$ cat src/rtl/litspin_pkg.sv
// Shared types and width helpers for the LitSpin display pipeline.
package litspin_pkg;

  typedef enum logic [2:0] {
    StIdle,
    StRead,
    StWait,
    StShift,
    StLatch
  } column_state_t;

  function automatic int angle_width(input int nb_angles);
    return $clog2(nb_angles);
  endfunction

endpackage

$ cat src/rtl/led_shifter.sv
// Serialises one pixel word MSB first at clk/2; drivers sample on sclk rising edges.
module led_shifter #(
  parameter int PIXEL_WIDTH = 24
) (
  input  logic                   clk,
  input  logic                   rst,
  input  logic                   load,
  input  logic [PIXEL_WIDTH-1:0] data,
  output logic                   sclk,
  output logic                   sdata,
  output logic                   done
);

  localparam int CntWidth = (PIXEL_WIDTH > 1) ? $clog2(PIXEL_WIDTH) : 1;
  localparam logic [CntWidth-1:0] LastBit = CntWidth'(PIXEL_WIDTH - 1);

  logic [PIXEL_WIDTH-1:0] sr_q;
  logic [CntWidth-1:0]    bit_cnt_q;
  logic                   active_q;
  logic                   sclk_q;

  // sdata comes straight from the shift register MSB, so it is a flop output.
  assign sdata = sr_q[PIXEL_WIDTH-1];
  assign sclk  = sclk_q;
  assign done  = active_q && sclk_q && (bit_cnt_q == LastBit);

  always_ff @(posedge clk) begin
    if (rst) begin
      sr_q      <= '0;
      bit_cnt_q <= '0;
      active_q  <= 1'b0;
      sclk_q    <= 1'b0;
    end else if (load) begin
      sr_q      <= data;
      bit_cnt_q <= '0;
      active_q  <= 1'b1;
      sclk_q    <= 1'b0;
    end else if (active_q) begin
      if (!sclk_q) begin
        sclk_q <= 1'b1;
      end else if (bit_cnt_q == LastBit) begin
        sclk_q   <= 1'b0;
        active_q <= 1'b0;
        sr_q     <= '0;
      end else begin
        sclk_q    <= 1'b0;
        bit_cnt_q <= bit_cnt_q + CntWidth'(1);
        sr_q      <= sr_q << 1;
      end
    end
  end

endmodule

$ cat src/rtl/column_streamer.sv
// Fetches the framebuffer column for each new angle and streams it to the LED driver chain.
module column_streamer
  import litspin_pkg::*;
#(
  parameter int NB_ANGLES   = 128,
  parameter int NB_LEDS     = 48,
  parameter int PIXEL_WIDTH = 24,
  parameter int ANGLE_WIDTH = angle_width(NB_ANGLES),
  parameter int ADDR_WIDTH  = $clog2(NB_ANGLES * NB_LEDS)
) (
  input  logic                   clk,
  input  logic                   rst,
  input  logic [ANGLE_WIDTH-1:0] angle,
  output logic                   fb_rd_en,
  output logic [ADDR_WIDTH-1:0]  fb_addr,
  input  logic [PIXEL_WIDTH-1:0] fb_rdata,
  output logic                   led_sclk,
  output logic                   led_sdata,
  output logic                   led_latch,
  output logic                   busy,
  output logic                   overrun
);

  localparam int IdxWidth = (NB_LEDS > 1) ? $clog2(NB_LEDS) : 1;
  localparam logic [IdxWidth-1:0] LastLed = IdxWidth'(NB_LEDS - 1);

  column_state_t          state;
  logic [ANGLE_WIDTH-1:0] prev_angle;
  logic [ANGLE_WIDTH-1:0] req_angle;
  logic [ANGLE_WIDTH-1:0] col_angle;
  logic [IdxWidth-1:0]    led_idx;
  logic                   pending;
  logic                   latch_cnt;
  logic                   change;
  logic                   consume;
  logic                   shift_done;

  function automatic logic [ADDR_WIDTH-1:0] pixel_addr(input logic [ANGLE_WIDTH-1:0] a,
                                                        input logic [IdxWidth-1:0] i);
    return ADDR_WIDTH'(int'(a) * NB_LEDS + int'(i));
  endfunction

  assign change  = (angle != prev_angle);
  assign consume = (state == StIdle) && pending;

  always_ff @(posedge clk) begin
    if (rst) begin
      state      <= StIdle;
      prev_angle <= '0;
      req_angle  <= '0;
      col_angle  <= '0;
      led_idx    <= '0;
      pending    <= 1'b0;
      latch_cnt  <= 1'b0;
      fb_rd_en   <= 1'b0;
      fb_addr    <= '0;
      led_latch  <= 1'b0;
      busy       <= 1'b0;
      overrun    <= 1'b0;
    end else begin
      prev_angle <= angle;
      overrun    <= 1'b0;
      // A fresh change beats a same-cycle consume; only an unconsumed request is dropped.
      if (change) begin
        req_angle <= angle;
        pending   <= 1'b1;
        overrun   <= pending && !consume;
      end else if (consume) begin
        pending <= 1'b0;
      end

      unique case (state)
        StIdle: begin
          if (pending) begin
            col_angle <= req_angle;
            led_idx   <= LastLed;
            fb_rd_en  <= 1'b1;
            fb_addr   <= pixel_addr(req_angle, LastLed);
            busy      <= 1'b1;
            state     <= StRead;
          end
        end
        StRead: begin
          fb_rd_en <= 1'b0;
          state    <= StWait;
        end
        StWait: state <= StShift;
        StShift: begin
          if (shift_done) begin
            if (led_idx == '0) begin
              led_latch <= 1'b1;
              latch_cnt <= 1'b0;
              state     <= StLatch;
            end else begin
              led_idx  <= led_idx - IdxWidth'(1);
              fb_rd_en <= 1'b1;
              fb_addr  <= pixel_addr(col_angle, led_idx - IdxWidth'(1));
              state    <= StRead;
            end
          end
        end
        StLatch: begin
          if (latch_cnt) begin
            led_latch <= 1'b0;
            busy      <= 1'b0;
            state     <= StIdle;
          end else begin
            latch_cnt <= 1'b1;
          end
        end
        default: state <= StIdle;
      endcase
    end
  end

  led_shifter #(
    .PIXEL_WIDTH(PIXEL_WIDTH)
  ) u_shifter (
    .clk  (clk),
    .rst  (rst),
    .load (state == StWait),
    .data (fb_rdata),
    .sclk (led_sclk),
    .sdata(led_sdata),
    .done (shift_done)
  );

endmodule

$ cat config.mk
export PLATFORM = sky130hd
export DESIGN_NAME = column_streamer
export DESIGN_NICKNAME = d
export VERILOG_FILES = /design/src/rtl/litspin_pkg.sv /design/src/rtl/led_shifter.sv /design/src/rtl/column_streamer.sv
export SDC_FILE = /design/constraint.sdc
export NUM_CORES = 1
export LEC_CHECK = 0
export ABC_CLOCK_PERIOD_IN_PS = 3190
export BUFFER_PORTS_ARGS = -buffer_cell sky130_fd_sc_hd__buf_2
export CORE_UTILIZATION = 59
export DETAILED_ROUTE_END_ITERATION = 10
export PLACE_DENSITY = 0.83
export SLEW_MARGIN = 20
export SYNTH_ARGS = -nofsm -noshare
export SYNTH_HDL_FRONTEND = slang
export SYNTH_HIERARCHICAL = 1
export SYNTH_SLANG_ARGS = --single-unit
$ cat constraint.sdc
create_clock -name clk -period 3.19 [get_ports clk]
set_input_delay 0.1595 -clock clk [delete_from_list [all_inputs] [get_ports clk]]
set_output_delay 0.1595 -clock clk [all_outputs]
set_load 0.01 [all_outputs]
==> results.yml <==
sta:
  setup_tns_ns: 0
  hold_viol_final: 0
  slew_viol_final: 0
  rsz0062_at_grt: "no"
  worstMarginPinSlew_ns: 0.886
  min_period_over_period_pct: 92.4
  max_freq_mhz: 339
  setup-violations-final: 0
  fin_worst_skew_ns: 0.0111
  holdWs_ns: 0.0406
  relSlewSlack_pct: 40.9
  layout_min_cycle_time_ns: 2.95
clocking:
  ctsRootBufferMaster: "clkbuf_8"
  clk_path_buf_depth: 2
  cts_made_buffers: 9
  tritoncts: "built"
  insertion_delay_ns: 0.37
  clkSinkCount: 76
  hold_buffers: 0
  postCtsSetupBuffers: 0
  path_clk_slew_ns: 0.09
  htreeDepth: 3
  cts_resized: 0
global_route:
  grt_pass1_vias: 3662
  grt_pass1_wl_mm: 16.3
  grtUsageTotal_pct: 24.3
  grt_overflow: 0
  antenna_found_initial: 0
  grt_max_degree: 50
finish:
  fin_cells: 671
  fillers: 608
  diodes: 0
  drive_gt1_share_pct: 17.3
  fin_area_um2: 4970
  area_growth_syn_to_layout_pct: 9.36
  seqCellArea_um2: 1520
  fin_nets: 624
  multi_input_area_um2: 2670
  final_common_cell: "dfxtp_1"
  final_cell_mix: "dfxtp_1, a21oi_1, buf_2"
drt:
  vias: 3984
  wl_per_cell_um: 14.3
  firstDrtPassIters: 5
  viasPerCell: 5.94
  drc: 0
  wl_mm: 9.59
  drtIter0Drc: 286
  ant_nets: 0
synth:
  yosysTopAreaCell: "dfxtp_1"
  synth_cells: 536
  yosys.area.top_type_share_pct: 33.5
  synth.avg_cell_area_um2: 8.48
  synth_edf_count: 0
  synthArstFlopShare_pct: 0
  syn_nets: 593
  synth.area.top_cells: "dfxtp_1, a21oi_1, ha_1"
  ys_types: 74
  synth_ff_type: "dfxtp_1"
  ys_warn_count: 6
  ys_ff_latch: 76
  synth-seq-area-share_pct: 33.5
  syn_area_um2: 4550
floorplan:
  core-area_um2: 7370
  row_count: 31
  ios: 52
  initial_utilization_pct: 61.7
  die_w_um: 89.8
  dieArea_um2: 8060
  fp.dieH_um: 89.8
place:
  port_buffers: 51
  place_area_um2: 4760
  dp.cells: 655
  gp_congestion: 0.882
  dp_hpwl_mm: 6.75
critical_path:
  arrival_ns: 3.20
  worstPathRequired_ns: 3.45
  cp-start-kind: "flip-flop"
  worstPathMaxFanout: 5
  crit_type: "reg2reg"
  critPathCaptureType: "flip-flop"
power:
  total_power_mw: 2.35
  p_leak_nw: 2.09
  peakVddDrop_uv: 389
  p_per_area_nw_per_um2: 473
flow_run:
  cap_violations: 0
run_status:
  status: "finished clean"
worst_hold_path:
  min_path_type: "in2reg"
state kept, by name (all words and copies together), names as in the netlist, 2 cells and up:
register / flops
state: 3
led_idx: 2
prev_angle: 7
col_angle: 7
u_shifter/sr_q: 24
u_shifter/bit_cnt_q: 5
req_angle: 7
fb_addr: 13
area by class of cell:
class | instances | share of cell area [%]
Sequential cell | 76 | 30.6
Inverter | 38 | 2.87
Clock inverter | 6 | 1.46
Tap cell | 99 | 2.49
Multi-Input combinational cell | 384 | 53.6
Clock buffer | 10 | 2.77
Timing Repair Buffer | 58 | 6.19
layer usage:
layer  share of wire [%]  vias to the layer above  global-route usage (%)
li1                    -                     1990                       -
met1                  47                     1886                    32.7
met2                  47                       99                    38.8
met3                 5.0                        9                    4.91
met4                 1.1                        0                    8.74
met5                   0                        -                       0
per-stage QoR:
stage	utilization [%]	setup WS, ns
final	67.5	0.242
after global routing	67.5	0.112
after CTS	67.5	0.244
after detailed placement	64.6	0.281
after global placement	64.6	0.373
after floorplan	-	0.466
final timing paths:
| kind | startpoint | end | cells past startpoint | slack (ns) |
|---|---|---|---|---|
| max | fb_addr[0]$_SDFFE_PP0P_ | fb_addr[10]$_SDFFE_PP0P_ | 11 | 0.24 |
| min | fb_rdata[9] | u_shifter/sr_q[9]$_SDFFE_PP0P_ | 3 | 0.04 |
| max reg2reg | fb_addr[0]$_SDFFE_PP0P_ | fb_addr[10]$_SDFFE_PP0P_ | 11 | 0.24 |
| min reg2reg | fb_addr[6]$_SDFFE_PP0P_ | fb_addr[6]$_SDFFE_PP0P_ | 2 | 0.46 |
logic make-up after synthesis:
kind of cell / synth area share (%)
muxes: 0.660
AOI/OAI and AO/OA: 23.3
and+or+nand+nor: 22.2
xor gates and xnor gates: 5.31
DFF: 33.5
buffers and inverters: 8.01
adders and majority gates: 7.10
Yosys cell counts, types with 4 or more instances:
cell / count
buf_4: 6
o21ai_0: 12
a21o_1: 5
nor2b_1: 11
dfxtp_1: 76
nand2_1: 44
inv_1: 37
a21oi_1: 63
xnor2_1: 10
nor4_1: 4
o211ai_1: 5
ha_1: 21
a221oi_1: 25
nor3_1: 13
nor3b_1: 7
buf_2: 8
a211oi_1: 5
nand3_1: 35
xor2_1: 13
clkbuf_1: 18
nor2_1: 31
critical path, cell delays in order (launching register included):
cell     delay, ns
dfxtp_1       0.35
inv_1         0.07
ha_1          0.16
or3b_1        0.47
xnor2_1       0.18
ha_1          0.22
fa_1          0.40
and3_1        0.21
o211a_1       0.15
and2_2        0.21
xor2_1        0.15
o221a_2       0.27
power breakdown:
| part | internal, mW | leakage, nW | total (mW) | switching [mW] |
|---|---|---|---|---|
| sequential | 1.03 | 0.625 | 1.09 | 0.0667 |
| combinational | 0.209 | 1.36 | 0.486 | 0.277 |
| clock | 0.389 | 0.103 | 0.772 | 0.383 |
Power figures use the tool's default switching activity.
